[config.mk]
export PLATFORM = sky130hd
export DESIGN_NAME = mdr_ctrl_flat
export DESIGN_NICKNAME = d
export VERILOG_FILES = /design/src/rtl/mdr_pkg.sv /design/src/rtl/mdr_if.sv /design/src/rtl/mdr_extend.sv /design/src/rtl/mdr_ctrl.sv /design/src/flat_wrapper.sv
export SDC_FILE = /design/constraint.sdc
export NUM_CORES = 1
export LEC_CHECK = 0
export CORE_MARGIN = 5
export CORE_UTILIZATION = 49
export DETAILED_ROUTE_END_ITERATION = 10
export PLACE_DENSITY = 0.87
export SETUP_SLACK_MARGIN = 0.4
export SLEW_MARGIN = 20
export SYNTH_ARGS = -nofsm -noshare
export SYNTH_HDL_FRONTEND = slang
export SYNTH_SLANG_ARGS = --single-unit
[constraint.sdc]
create_clock -name clk -period 3.8 [get_ports clk]
set_clock_uncertainty 0.1 [all_clocks]
set_input_delay 0.76 -clock clk [delete_from_list [all_inputs] [get_ports clk]]
set_output_delay 0.76 -clock clk [all_outputs]
set_load 0.005 [all_outputs]
[src/rtl/mdr_pkg.sv]
// Shared definitions for the memory data register controller: access size
// encodings, controller FSM states and lane/extension width constants.
package mdr_pkg;

    typedef enum logic [1:0] {
        SZ_BYTE  = 2'b00,
        SZ_HALF  = 2'b01,
        SZ_WORD  = 2'b10,
        SZ_DWORD = 2'b11
    } size_e;

    typedef enum logic [1:0] {
        IDLE    = 2'b00,
        RD_WAIT = 2'b01,
        WR_WAIT = 2'b10,
        FAULT   = 2'b11
    } state_e;

    localparam int BYTE_BITS = 8;
    localparam int HALF_BITS = 16;
    localparam int WORD_BITS = 32;

endpackage

[src/rtl/mdr_if.sv]
// Memory-side bus between the MDR controller (master) and the memory (slave).
interface mdr_if #(
    parameter int REG_SIZE = 32
);
    logic                  m_req;
    logic                  m_we;
    logic                  m_ack;
    logic [REG_SIZE-1:0]   m_data_in;
    logic [REG_SIZE-1:0]   m_data_out;
    logic [REG_SIZE/8-1:0] m_be;

    modport master (
        output m_req, m_we, m_data_out, m_be,
        input  m_ack, m_data_in
    );

    modport slave (
        input  m_req, m_we, m_data_out, m_be,
        output m_ack, m_data_in
    );
endinterface

[src/rtl/mdr_extend.sv]
// Read-path lane selection: shifts the addressed lane down to bit 0 and
// sign- or zero-extends it to the full register width.
module mdr_extend
    import mdr_pkg::*;
#(
    parameter int REG_SIZE = 32,
    localparam int ADDR_W  = $clog2(REG_SIZE/8)
) (
    input  logic [REG_SIZE-1:0] data,
    input  size_e               size,
    input  logic [ADDR_W-1:0]   offset,
    input  logic                sign_ext,
    output logic [REG_SIZE-1:0] result
);

    logic [REG_SIZE-1:0] shifted;
    logic [REG_SIZE-1:0] mask;
    logic                msb;

    // Right-justify the addressed lane, keep its width via mask, fill the rest with the extension bit
    always_comb begin
        shifted = data >> {offset, 3'b000};
        mask    = '1;
        msb     = 1'b0;
        case (size)
            SZ_BYTE: begin
                mask = REG_SIZE'({BYTE_BITS{1'b1}});
                msb  = shifted[BYTE_BITS-1];
            end
            SZ_HALF: begin
                mask = REG_SIZE'({HALF_BITS{1'b1}});
                msb  = shifted[HALF_BITS-1];
            end
            SZ_WORD: begin
                mask = REG_SIZE'({WORD_BITS{1'b1}});
                msb  = shifted[WORD_BITS-1];
            end
            default: begin
                mask = '1;
                msb  = 1'b0;
            end
        endcase
        result = (shifted & mask) | ((sign_ext && msb) ? ~mask : '0);
    end

endmodule

[src/rtl/mdr_ctrl.sv]
// Memory data register controller: loads the MDR from the internal bus and
// runs byte/half/word/dword reads and writes over the memory bus interface.
// Optional feature: define MDR_TIMEOUT_EN to abort wait states that see no
// m_ack within TIMEOUT cycles.
module mdr_ctrl
    import mdr_pkg::*;
#(
    parameter int REG_SIZE = 32,
    parameter int TIMEOUT  = 15,
    localparam int ADDR_W  = $clog2(REG_SIZE/8),
    localparam int BYTES   = REG_SIZE/8
) (
    input  logic                clk,
    input  logic                reset,
    input  logic                mdr_in,
    input  logic [REG_SIZE-1:0] bus_mux_out,
    input  logic                rd_start,
    input  logic                wr_start,
    input  logic [1:0]          size,
    input  logic                sign_ext,
    input  logic [ADDR_W-1:0]   addr_lo,
    mdr_if.master               bus,
    output logic [REG_SIZE-1:0] mdr_output,
    output logic                busy,
    output logic                done,
    output logic                err
);

    state_e              state;
    logic [REG_SIZE-1:0] mdr_q;
    logic                m_req_q;
    logic                m_we_q;
    logic [BYTES-1:0]    m_be_q;
    logic [REG_SIZE-1:0] m_data_out_q;
    logic                busy_q;
    logic                done_q;
    logic                err_q;
    size_e               cap_size;
    logic [ADDR_W-1:0]   cap_off;
    logic                cap_sign;

    size_e               size_in;
    logic                start_misaligned;
    logic [BYTES-1:0]    start_be;
    logic [REG_SIZE-1:0] start_wdata;
    logic [REG_SIZE-1:0] rd_data;
    int                  rep_mask;

    assign size_in = size_e'(size);

`ifdef MDR_TIMEOUT_EN
    localparam int CNT_W = $clog2(TIMEOUT + 1);
    logic [CNT_W-1:0] tmo_cnt;
    logic [CNT_W-1:0] tmo_next;
    assign tmo_next = tmo_cnt + 1'b1;
`else
    // TIMEOUT has no effect in this build: wait states last until m_ack.
    if (TIMEOUT < 0) begin : g_timeout_unused
    end
`endif

    // Decode the requested access: alignment check, byte enables and replicated write data
    always_comb begin
        start_misaligned = 1'b0;
        start_be         = '0;
        rep_mask         = BYTES - 1;
        case (size_in)
            SZ_BYTE: begin
                start_misaligned = 1'b0;
                start_be         = BYTES'(1) << addr_lo;
                rep_mask         = 0;
            end
            SZ_HALF: begin
                start_misaligned = addr_lo[0];
                start_be         = BYTES'(2'b11) << addr_lo;
                rep_mask         = 1;
            end
            SZ_WORD: begin
                start_misaligned = (addr_lo & ADDR_W'(3)) != '0;
                start_be         = BYTES'(4'hF) << addr_lo;
                rep_mask         = 3;
            end
            default: begin
                start_misaligned = (REG_SIZE == 32) ? 1'b1 : (addr_lo != '0);
                start_be         = '1;
                rep_mask         = BYTES - 1;
            end
        endcase
        start_wdata = '0;
        for (int i = 0; i < BYTES; i++) begin
            start_wdata[8*i +: 8] = mdr_q[8*(i & rep_mask) +: 8];
        end
    end

    mdr_extend #(.REG_SIZE(REG_SIZE)) u_extend (
        .data     (bus.m_data_in),
        .size     (cap_size),
        .offset   (cap_off),
        .sign_ext (cap_sign),
        .result   (rd_data)
    );

    // Controller FSM: owns the MDR, the registered bus outputs and the status pulses
    always_ff @(posedge clk) begin
        if (reset) begin
            state        <= IDLE;
            mdr_q        <= '0;
            m_req_q      <= 1'b0;
            m_we_q       <= 1'b0;
            m_be_q       <= '0;
            m_data_out_q <= '0;
            busy_q       <= 1'b0;
            done_q       <= 1'b0;
            err_q        <= 1'b0;
            cap_size     <= SZ_BYTE;
            cap_off      <= '0;
            cap_sign     <= 1'b0;
`ifdef MDR_TIMEOUT_EN
            tmo_cnt      <= '0;
`endif
        end else begin
            done_q <= 1'b0;
            err_q  <= 1'b0;
            case (state)
                IDLE: begin
                    if (rd_start || wr_start) begin
                        if (start_misaligned) begin
                            state  <= FAULT;
                            done_q <= 1'b1;
                            err_q  <= 1'b1;
                        end else begin
                            state        <= rd_start ? RD_WAIT : WR_WAIT;
                            m_req_q      <= 1'b1;
                            m_we_q       <= !rd_start;
                            busy_q       <= 1'b1;
                            m_be_q       <= start_be;
                            m_data_out_q <= rd_start ? '0 : start_wdata;
                            cap_size     <= size_in;
                            cap_off      <= addr_lo;
                            cap_sign     <= sign_ext;
`ifdef MDR_TIMEOUT_EN
                            tmo_cnt      <= '0;
`endif
                        end
                    end else if (mdr_in) begin
                        mdr_q <= bus_mux_out;
                    end
                end
                RD_WAIT, WR_WAIT: begin
                    if (bus.m_ack) begin
                        if (state == RD_WAIT) begin
                            mdr_q <= rd_data;
                        end
                        state        <= IDLE;
                        m_req_q      <= 1'b0;
                        m_we_q       <= 1'b0;
                        m_be_q       <= '0;
                        m_data_out_q <= '0;
                        busy_q       <= 1'b0;
                        done_q       <= 1'b1;
`ifdef MDR_TIMEOUT_EN
                    end else if (tmo_next == CNT_W'(TIMEOUT)) begin
                        tmo_cnt      <= tmo_next;
                        state        <= IDLE;
                        m_req_q      <= 1'b0;
                        m_we_q       <= 1'b0;
                        m_be_q       <= '0;
                        m_data_out_q <= '0;
                        busy_q       <= 1'b0;
                        done_q       <= 1'b1;
                        err_q        <= 1'b1;
                    end else begin
                        tmo_cnt <= tmo_next;
`endif
                    end
                end
                FAULT: begin
                    state <= IDLE;
                end
                default: begin
                    state <= IDLE;
                end
            endcase
        end
    end

    assign bus.m_req      = m_req_q;
    assign bus.m_we       = m_we_q;
    assign bus.m_be       = m_be_q;
    assign bus.m_data_out = m_data_out_q;
    assign mdr_output     = mdr_q;
    assign busy           = busy_q;
    assign done           = done_q;
    assign err            = err_q;

endmodule
[src/flat_wrapper.sv]
// flat-port wrapper written by rule: the top's interface ports become plain ports
module mdr_ctrl_flat import mdr_pkg::*;
#(
    parameter int REG_SIZE = 32,
    parameter int TIMEOUT  = 15,
    localparam int ADDR_W  = $clog2(REG_SIZE/8),
    localparam int BYTES   = REG_SIZE/8
)
  (clk, reset, mdr_in, bus_mux_out, rd_start, wr_start, size, sign_ext, addr_lo, mdr_output, busy, done, err, bus_m_req, bus_m_we, bus_m_data_out, bus_m_be, bus_m_ack, bus_m_data_in);
  mdr_if #(.REG_SIZE(REG_SIZE)) bus_i ();
  input  logic clk;
  input  logic reset;
  input  logic mdr_in;
  input  logic [REG_SIZE-1:0] bus_mux_out;
  input  logic rd_start;
  input  logic wr_start;
  input  logic [1:0] size;
  input  logic sign_ext;
  input  logic [ADDR_W-1:0] addr_lo;
  output logic [REG_SIZE-1:0] mdr_output;
  output logic busy;
  output logic done;
  output logic err;
  output wire logic [$bits(bus_i.m_req)-1:0] bus_m_req;
  output wire logic [$bits(bus_i.m_we)-1:0] bus_m_we;
  output wire logic [$bits(bus_i.m_data_out)-1:0] bus_m_data_out;
  output wire logic [$bits(bus_i.m_be)-1:0] bus_m_be;
  input wire logic [$bits(bus_i.m_ack)-1:0] bus_m_ack;
  input wire logic [$bits(bus_i.m_data_in)-1:0] bus_m_data_in;
  assign bus_m_req = bus_i.m_req;
  assign bus_m_we = bus_i.m_we;
  assign bus_m_data_out = bus_i.m_data_out;
  assign bus_m_be = bus_i.m_be;
  assign bus_i.m_ack = bus_m_ack;
  assign bus_i.m_data_in = bus_m_data_in;
  mdr_ctrl #(.REG_SIZE(REG_SIZE), .TIMEOUT(TIMEOUT)) u_core (.clk(clk), .reset(reset), .mdr_in(mdr_in), .bus_mux_out(bus_mux_out), .rd_start(rd_start), .wr_start(wr_start), .size(size), .sign_ext(sign_ext), .addr_lo(addr_lo), .bus(bus_i), .mdr_output(mdr_output), .busy(busy), .done(done), .err(err));
endmodule
; Word level (Yosys, flattened, before mapping)
; Cells that the tools add are included.
[word_totals]
regBits = 79
in_bits = 75
out_inout_bits = 73
wordCells = 86
[classes]
n_eq_ne = 13
shift = 7
muxes = 36
bitwise = 5
reduce_logical = 14
[op_table]
columns = operator, n
row1 = 32-bit two-way mux, 9
row2 = 32-bit case mux with 2 select lines, 3
row3 = 32-bit by 6-bit indexed part select with 8-bit output, 2
row4 = 32-bit AND, 1
row5 = 32-bit inverter, 1
row6 = 32-bit bitwise OR, 1
row7 = 32-bit by 5-bit indexed part select with 8-bit output, 1
row8 = 32-bit by 5-bit right shift with 32-bit output, 1
row9 = 4-bit two-way mux, 3
row10 = 4-bit case mux with 3 select lines, 1
row11 = 2-bit == test (second input constant), 4
row12 = 1-bit two-way mux, 8
row13 = 2-bit two-way mux, 4
row14 = 2-bit != test (second input constant), 4
row15 = 4-bit case mux with 2 select lines, 1
row16 = 2-bit by 1-bit == test with 1-bit output (second input constant), 3
row17 = 2-bit zero test, 3
row18 = 1-bit case mux with 2 select lines, 3
row19 = 1-bit case mux with 3 select lines, 2
row20 = 2-bit case mux with 3 select lines, 1
row21 = 5-bit AND reduction, 1
row22 = 2-bit by 1-bit != test with 1-bit output (second input constant), 2
row23 = 2-bit case mux with 2 select lines, 1
row24 = 4-bit AND reduction, 1
row25 = 11 further kinds, 14

; Depth between registers and ports, before layout
; Gate-level depths: netlist of run 1.
[logic_depth]
word_depth = 8
depth_mapped = 10
mapped_depth_nobuf = 7

; By module
; A second synthesis of run 1 with hierarchy kept.
[unflattened]
cells_unflattened = 540
hier_area_um2 = 4954.8
[modules_own_cells]
columns = module, n_inst, cells_per_inst, area_each_um2
row1 = mdr_ctrl, 1, 426, 4042.6
row2 = mdr_extend, 1, 114, 912.1

; Least setup slack after synthesis of run 1
; OpenSTA, ideal clock, no wires.
[synth_timing]
kind = input-to-reg
startpoint = in size[1]
endpoint = reg u_core.m_data_out_q[29], in the netlist u_core.bus.m_data_out[29]
setup_ps = 117
t_arrival_ps = 2524
t_required_ps = 3583
slack_ps = 1060
stages = 9
path_buffers = 2
path_cell_list = inv_1 > ha_1 > buf_2 > or2_2 > a211oi_1 > o21a_1 > nor2_1 > clkbuf_1 > a22o_1
[synth_via]
elab_chain_len = 7
[synth_lines]
columns = item, line_no
row1 = start: declaration, flat_wrapper.sv:17  ; input logic [1:0] size;
row2 = 2-bit by 1-bit == test with 1-bit output or 2-bit zero test (tied branches), mdr_ctrl.sv:67  ; case (size_in)
row3 = 2-bit case mux with 2 select lines, mdr_ctrl.sv:67
row4 = 32-bit by 6-bit indexed part select with 8-bit output, mdr_ctrl.sv:91  ; start_wdata[8*i +: 8] = mdr_q[8*(i & rep_mask) +: 8];
row5 = 32-bit two-way mux, mdr_ctrl.sv:137  ; m_data_out_q <= rd_start ? '0 : start_wdata;
row6 = 32-bit two-way mux, mdr_ctrl.sv:127  ; if (start_misaligned) begin
row7 = 32-bit two-way mux, mdr_ctrl.sv:126  ; if (rd_start || wr_start) begin
row8 = 32-bit case mux with 2 select lines, mdr_ctrl.sv:124  ; case (state)
row9 = end signal: assignment, mdr_ctrl.sv:137
row10 = end: declaration, mdr_ctrl.sv:34  ; logic [REG_SIZE-1:0] m_data_out_q;
; Parallel ways exist; a longest one is shown, timed or not. The select of a mux whose other input is x is not followed.
; A chain may end at the register's enable or synchronous reset.

; Worst setup path after layout of run 1
[layout_timing]
startpoint = reg u_core.state[0]
endpoint = reg u_core.mdr_q[29], in the netlist u_core.mdr_output[29]
[layout_via]
elab_chain_len = 4
[layout_lines]
columns = item, line_no
row1 = start: declaration, mdr_ctrl.sv:29  ; state_e state;
row2 = start signal: assignment, mdr_ctrl.sv:132  ; state <= rd_start ? RD_WAIT : WR_WAIT;
row3 = 2-bit == test or 2-bit by 1-bit == test with 1-bit output (tied branches), "mdr_ctrl.sv:124, mdr_ctrl.sv:151"
row4 = 2-bit OR reduction, mdr_ctrl.sv:124
row5 = 2-bit by 1-bit != test with 1-bit output (no line) (tied with other cells), -
row6 = 5-bit AND reduction (no line), -
row7 = end signal: assignment, mdr_ctrl.sv:146  ; mdr_q <= bus_mux_out;
row8 = end signal: assignment, mdr_ctrl.sv:152  ; mdr_q <= rd_data;
row9 = end: declaration, mdr_ctrl.sv:30  ; logic [REG_SIZE-1:0] mdr_q;
; Parallel ways exist; a longest one is shown, timed or not.

==> qor.yml, run 1 <==
clock_latency_ps: 360
rsz0062_at_grt: "false"
endpoint_kind: "flip-flop"
synth_area_sq_um: 4090
grt_max_degree: 35
cp_max_fo: 32
hold_class: "flip-flop to flip-flop"
die_area_sq_um: 10300
clkSinkCount: 79
nFillCells: 640
routed_via_density: 5.90
dp_cells: 695
antenna_found_initial: 0
io_buffers: 147
post-dp-hpwl_microns: 10400
overflow: 0
fin_setup_tns_ps: 0
fp-row-count: 33
grt_pass1_wl_microns: 20900
yosysTopAreaCellShare_pct: 38.7
fin_area_sq_um: 5850
via_count: 4195
detailed_place.area_sq_um: 5640
totalWireLength_microns: 13600
arrival_ps: 3140
maxUsedRoutingLayer: "met4"
clock_path_buffers: 2
cts_setup_buffers: 0
cts_hold_buf: 0
die_h_microns: 101
drv_cap: 0
met3WireLength_microns: 1230
avgSynthCellArea_sq_um: 8.77
ys_types: 40
fmax_mhz: 335
synth-seq-cells: 79
ios: 148
ir_drop_mv: 0.243
ant_nets: 0
synth.area.top_cells: "dfxtp_1 (39%), mux2i_1 (13%), a21oi_1 (4.8%)"
setup_viol: 0
antennaDiodeCount: 0
drive_gt1_share_pct: 6.93
cts_resized: 0
startpoint_type: "flip-flop"
drc: 0
routabilityCongestion: 0.887
cts_buffers: 9
cts-root-buf: "clkbuf_8"
outcome: "finished clean"
first_global_vias: 4024
worstSetupPathType: "flip-flop to flip-flop"
synth_cells: 466
ys_warn_count: 0
synth-async-reset-ratio_pct: 0
synth-edff-count: 0
initial_utilization_pct: 50.0
ys.flop_type: "dfxtp_1"
leakage_uw: 0.00210
powerDensity_nw_per_um2: 518
htree_levels: 3
tightest_slew_ps: 1110
hold_violations: 0
period_needed_ps: 2980
min_period_over_period_pct: 78.5
fin_nets: 684
syn2layout_area_growth_pct: 43.0
die_x_microns: 101
tritoncts: "done"
synth_top_cell_by_area: "dfxtp_1"
synth.yosys.seq_area_share_pct: 38.7
dr.pass1.iters: 5
drt-met1-wl_microns: 5520
synth_nets: 549
maxSlewHeadroom_pct: 26.2
drt-initial-drc-count: 316
cp_data_required_time_ps: 3950
instances_no_fill: 711
routed-wl-met2_microns: 6490
clk_pin_slew_ps: 100
coreArea_sq_um: 8180
rrSetupSlack_ps: 820
wl_per_cell_microns: 19.2
finalMaxSlewViolations: 0
grt_use_total_pct: 25.9
power.total_uw: 3030
[cell usage in the layout, fill, tap and decap left out, types with 3 or more instances in the layout]
| cell | synthesis | routed |
|---|---|---|
| a211oi_1 | 13 | 13 |
| a21o_1 | 4 | 4 |
| a21oi_1 | 39 | 39 |
| a22o_1 | 9 | 9 |
| a22oi_1 | 3 | 3 |
| a2bb2oi_1 | 5 | 5 |
| a31oi_1 | 7 | 7 |
| buf_4 | 2 | 15 |
| clkbuf_8 | 0 | 9 |
| clkdlybuf4s50_1 | 0 | 146 |
| dfxtp_1 | 79 | 79 |
| ha_1 | 8 | 8 |
| inv_1 | 8 | 8 |
| inv_6 | 0 | 3 |
| mux2_2 | 3 | 3 |
| mux2i_1 | 52 | 52 |
| nand2_1 | 52 | 52 |
| nand3_1 | 9 | 9 |
| nand3b_1 | 10 | 10 |
| nor2_1 | 43 | 43 |
| nor2b_1 | 8 | 8 |
| o211ai_1 | 11 | 11 |
| o21ai_0 | 20 | 20 |
| o221ai_1 | 8 | 8 |
| o2bb2ai_1 | 16 | 16 |
| o41ai_1 | 7 | 7 |
[cell usage after synthesis, drive strengths merged (8+ instances only)]
| cell | number |
|---|---|
| o21ai | 20 |
| a21oi | 39 |
| nand2 | 52 |
| buf | 15 |
| ha | 8 |
| a22o | 9 |
| o221ai | 8 |
| nor2b | 8 |
| clkbuf | 23 |
| nand3 | 9 |
| o41ai | 10 |
| inv | 8 |
| mux2i | 52 |
| o2bb2ai | 16 |
| nor2 | 43 |
| nand3b | 10 |
| o211ai | 11 |
| dfxtp | 79 |
| a211oi | 13 |
[critical path, cell delays in order (launching register included)]
cell and delay, ps:
dfxtp_1 370, inv_1 90, ha_1 580, nor2b_1 280, a31oi_1 100, or3_1 820
o41ai_1 520
[power by group]
| group | switching, uW | internal, uW | total, uW |
|---|---|---|---|
| Clock | 352 | 320 | 671 |
| Sequential | 159 | 952 | 1110 |
| Combinational | 674 | 573 | 1250 |
| Total | 1180 | 1840 | 3030 |
[cell type report]
class | count | area (sq um) | area share [%]
Sequential cell | 79 | 1580 | 27.0
Timing Repair Buffer | 162 | 1580 | 27.0
Clock buffer | 9 | 124 | 2.12
Multi-Input combinational cell | 340 | 2310 | 39.5
Clock inverter | 7 | 86.3 | 1.48
Tap cell | 105 | 131 | 2.25
Inverter | 9 | 33.8 | 0.578
[state kept, by name, summed over array words and instances (netlist names), 2 cells and up]
| register | count |
|---|---|
| u_core.bus.m_be | 4 |
| u_core.bus.m_data_out | 32 |
| u_core.cap_off | 2 |
| u_core.cap_size | 2 |
| u_core.mdr_output | 32 |
| u_core.state | 2 |
[worst paths after layout]
| path | depth (start not counted) | end | startpoint |
|---|---|---|---|
| max | 6 | u_core.mdr_output[29] | u_core.state[0] |
| min | 1 | u_core.bus.m_we | u_core.bus.m_we |
| max reg2reg | 6 | u_core.mdr_output[29] | u_core.state[0] |
| min reg2reg | 1 | u_core.bus.m_we | u_core.bus.m_we |
[layer usage]
metal / global-route usage [%] / vias up
li1: - / 1976
met1: 33.7 / 1951
met2: 42.3 / 233
met3: 4.20 / 35
met4: 11.2 / 0
met5: 0 / -
[logic make-up (layout without fill, tap and decap cells)]
family                   Yosys count  count (layout)  share of synthesized area, %
AO/OA/AOI/OAI                    147             147                          25.5
flip-flops                        79              79                          38.7
buffers and inverters             47             187                          4.90
AND/OR/NAND/NOR                  129             129                          14.4
adder cells (fa/ha/maj)            8               8                          2.45
multiplexers                      56              56                          14.1
[per-stage QoR]
| stage | setup WS [ps] | util [%] | hold WS [ps] |
|---|---|---|---|
| after floorplan | 1060 | - | 348 |
| after global placement | 586 | 69.0 | 342 |
| after detailed placement | 483 | 69.0 | 340 |
| after CTS | 851 | 71.5 | 363 |
| after global routing | 616 | 71.5 | 379 |
| final | 815 | 71.5 | 358 |
Note: power is estimated with default switching activity, not from simulation.
==> inputs of run 2 (changes only) <==
--- a/config.mk
+++ b/config.mk
@@ -6,9 +6,9 @@
 export NUM_CORES = 1
 export LEC_CHECK = 0
 export CORE_MARGIN = 5
-export CORE_UTILIZATION = 49
+export CORE_UTILIZATION = 41
 export DETAILED_ROUTE_END_ITERATION = 10
-export PLACE_DENSITY = 0.87
+export PLACE_DENSITY = 0.77
 export SETUP_SLACK_MARGIN = 0.4
 export SLEW_MARGIN = 20
 export SYNTH_ARGS = -nofsm -noshare
==> constraint.sdc (replaced) <==
create_clock -name clk -period 2.5 [get_ports clk]
set_clock_uncertainty 0.1 [all_clocks]
set_input_delay 0.5 -clock clk [delete_from_list [all_inputs] [get_ports clk]]
set_output_delay 0.5 -clock clk [all_outputs]
set_load 0.005 [all_outputs]
==> qor.yml, run 2 (synthesis gave the netlist of run 1 again) <==
drt-met1-wl_microns: 6410  # was 5520 microns
instances_no_fill: 796  # was 711
die_h_microns: 110  # was 101 microns
nFillCells: 722  # was 640
cp_max_fo: 22  # was 32
fp-row-count: 36  # was 33
dp_cells: 756  # was 695
critPathMaxStageDelay_ps: 440  # was 820 ps
io_buffers: 147  # unchanged
outcome: "finished clean"  # unchanged
cts_hold_buf: 0  # unchanged
grt_use_total_pct: 24.8  # was 25.9%
rr_endpoint: "u_core.mdr_output[30]"  # was u_core.mdr_output[29]
fmax_mhz: 472  # was 335 MHz
period_needed_ps: 2120  # was 2980 ps
crit_path_cell_trace: "inv_2 -> ha_4 -> nor2b_4 -> a31oi_2 -> or3_4 -> buf_12 -> o41ai_4"  # was inv_1 -> ha_1 -> nor2b_1 -> a31oi_1 -> or3_1 -> o41ai_1
tightest_slew_ps: 519  # was 1110 ps
routed-wl-met2_microns: 7620  # was 6490 microns
die_x_microns: 110  # was 101 microns
coreArea_sq_um: 9730  # was 8180 sq um
maxSlewHeadroom_pct: 65.3  # was 26.2%
initial_utilization_pct: 42.0  # was 50.0%
crit_slowest_cell: "or3_4"  # was or3_1
worstSetupPathType: "flip-flop to flip-flop"  # unchanged
worstRegToRegCells: 7  # was 6
cp_data_required_time_ps: 2660  # was 3950 ps
hold_depth: 2  # was 1
routabilityCongestion: 0.978  # was 0.887
first_global_vias: 4373  # was 4024
startpoint_type: "flip-flop"  # unchanged
clock_latency_ps: 350  # was 360 ps
clk_pin_slew_ps: 90  # was 100 ps
drt-initial-drc-count: 414  # was 316
finalMaxSlewViolations: 0  # unchanged
met3WireLength_microns: 1380  # was 1230 microns
htree_levels: 3  # unchanged
die_area_sq_um: 12100  # was 10300 sq um
endpoint_kind: "flip-flop"  # unchanged
via_count: 4528  # was 4195
hold_class: "flip-flop to flip-flop"  # unchanged
r2r_start: "u_core.state[0]"  # unchanged
grt_max_degree: 35  # unchanged
grt_pass1_wl_microns: 23300  # was 20900 microns
antenna_found_initial: 0  # unchanged
maxUsedRoutingLayer: "met4"  # unchanged
fin_hold_ws_ps: 360  # was 358 ps
dr.pass1.iters: 6  # was 5
cts_buffers: 9  # unchanged
clock_path_buffers: 2  # unchanged
totalWireLength_microns: 16000  # was 13600 microns
final_common_cell: "clkdlybuf4s50_1"  # unchanged
layout_common_cells: "clkdlybuf4s50_1 (140), dfxtp_1 (75), mux2i_1 (52), nand2_1 (52), buf_4 (51)"  # was clkdlybuf4s50_1 (146), dfxtp_1 (79), mux2i_1 (52), nand2_1 (52), nor2_1 (43)
post-dp-hpwl_microns: 11100  # was 10400 microns
min_from: "u_core.bus.m_be[0]"  # was u_core.bus.m_we
drive_gt1_share_pct: 22.2  # was 6.93%
tritoncts: "done"  # unchanged
syn2layout_area_growth_pct: 66.7  # was 43.0%
powerDensity_nw_per_um2: 810  # was 518 nW/um^2
arrival_ps: 2280  # was 3140 ps
rsz0062_at_grt: "true"  # was false
drc: 0  # unchanged
min_period_over_period_pct: 84.7  # was 78.5%
whs_endpoint: "u_core.bus.m_be[0]"  # was u_core.bus.m_we
ant_nets: 0  # unchanged
setup_viol: 0  # unchanged
wl_per_cell_microns: 20.1  # was 19.2 microns
ir_drop_mv: 0.382  # was 0.243 mV
routed_via_density: 5.69  # was 5.90
drv_cap: 0  # unchanged
cts-root-buf: "clkbuf_8"  # unchanged
power.total_uw: 5520  # was 3030 uW
ios: 148  # unchanged
hold_violations: 0  # unchanged
fin_nets: 740  # was 684
overflow: 0  # unchanged
clkSinkCount: 79  # unchanged
leakage_uw: 0.00255  # was 0.00210 uW
rrSetupSlack_ps: 380  # was 820 ps
==> run 2: changes by cell type in the layout (fill, tap and decap cells not counted), sizes merged <==
cell           previous run  this run
buf                      16        70
bufinv                    1         2
clkbuf                    9        13
clkdlybuf4s50           146       140
clkinv                    1         3
clkinvlp                  1         0
diode                     0         1
dlygate4sd2               0         4
inv                      13        10
nor2                     43        44
==> run 2: how the worst max path moves through the flow <==
stage / startpoint / to / slack [ps]
after floorplan: size[1] / u_core.bus.m_data_out[29] / 360
after global placement: bus_m_data_in[31] / u_core.mdr_output[25] / -360
after detailed placement: bus_m_data_in[31] / u_core.mdr_output[24] / -420
after CTS: u_core.cap_off[0] / u_core.mdr_output[26] / 400
after global routing: u_core.state[0] / u_core.mdr_output[31] / 330
final: u_core.state[0] / u_core.mdr_output[30] / 380
==> run 2: metrics by stage <==
step                utilization (%)  instance area, sq um  setup TNS (ps)  worst slack (ps)
global placement               61.7                  6000          -11450              -363
detailed placement             61.7                  6000          -13940              -422
CTS                            67.6                  6580               0               405
finish                         70.1                  6820               0               383
floorplan                         -                  4190               0               363
global route                   70.0                  6810               0               334
==> run 2: area by class of cell <==
class                      count  area (sq um)  share of cell area [%]
multi-input combinational    341          2670                    39.1
antenna                        1          2.50                  0.0367
tap                          133           166                    2.44
timing repair buffer         217          2130                    31.2
clock inverter                 6          91.3                    1.34
clock buffer                  10           128                    1.87
inverter                       9          46.3                   0.679
sequential                    79          1590                    23.3
==> run 2: where the power goes <==
group | internal (uW) | leakage [uW] | switching (uW)
clock | 570 | 0.000111 | 496
combinational | 1380 | 0.00179 | 1400
sequential | 1450 | 0.000643 | 228
==> run 2: metal layers <==
metal | track usage, % | vias to the layer above
met2 | 40.0 | 261
met5 | 0 | -
met1 | 31.8 | 2120
met4 | 11.2 | 0
li1 | - | 2089
met3 | 4.93 | 58
==> run 2: what timing repair did <==
| action | CTS | global route |
|---|---|---|
| gates cloned | 2 | 2 |
| gates resized for setup | 62 | 23 |
| setup buffers | 12 | 7 |
| pin swaps | 17 | 16 |
| hold endpoints to repair | 0 | 0 |
| endpoints found under the setup margin | 67 | 62 |
==> run 2: critical path, delay by kind of cell, from the launching register on <==
kind	cells	cell delay, ps
buf+inv	2	250
compound gates	2	380
simple gates	2	620
flops	1	360
fa+ha+maj	1	310
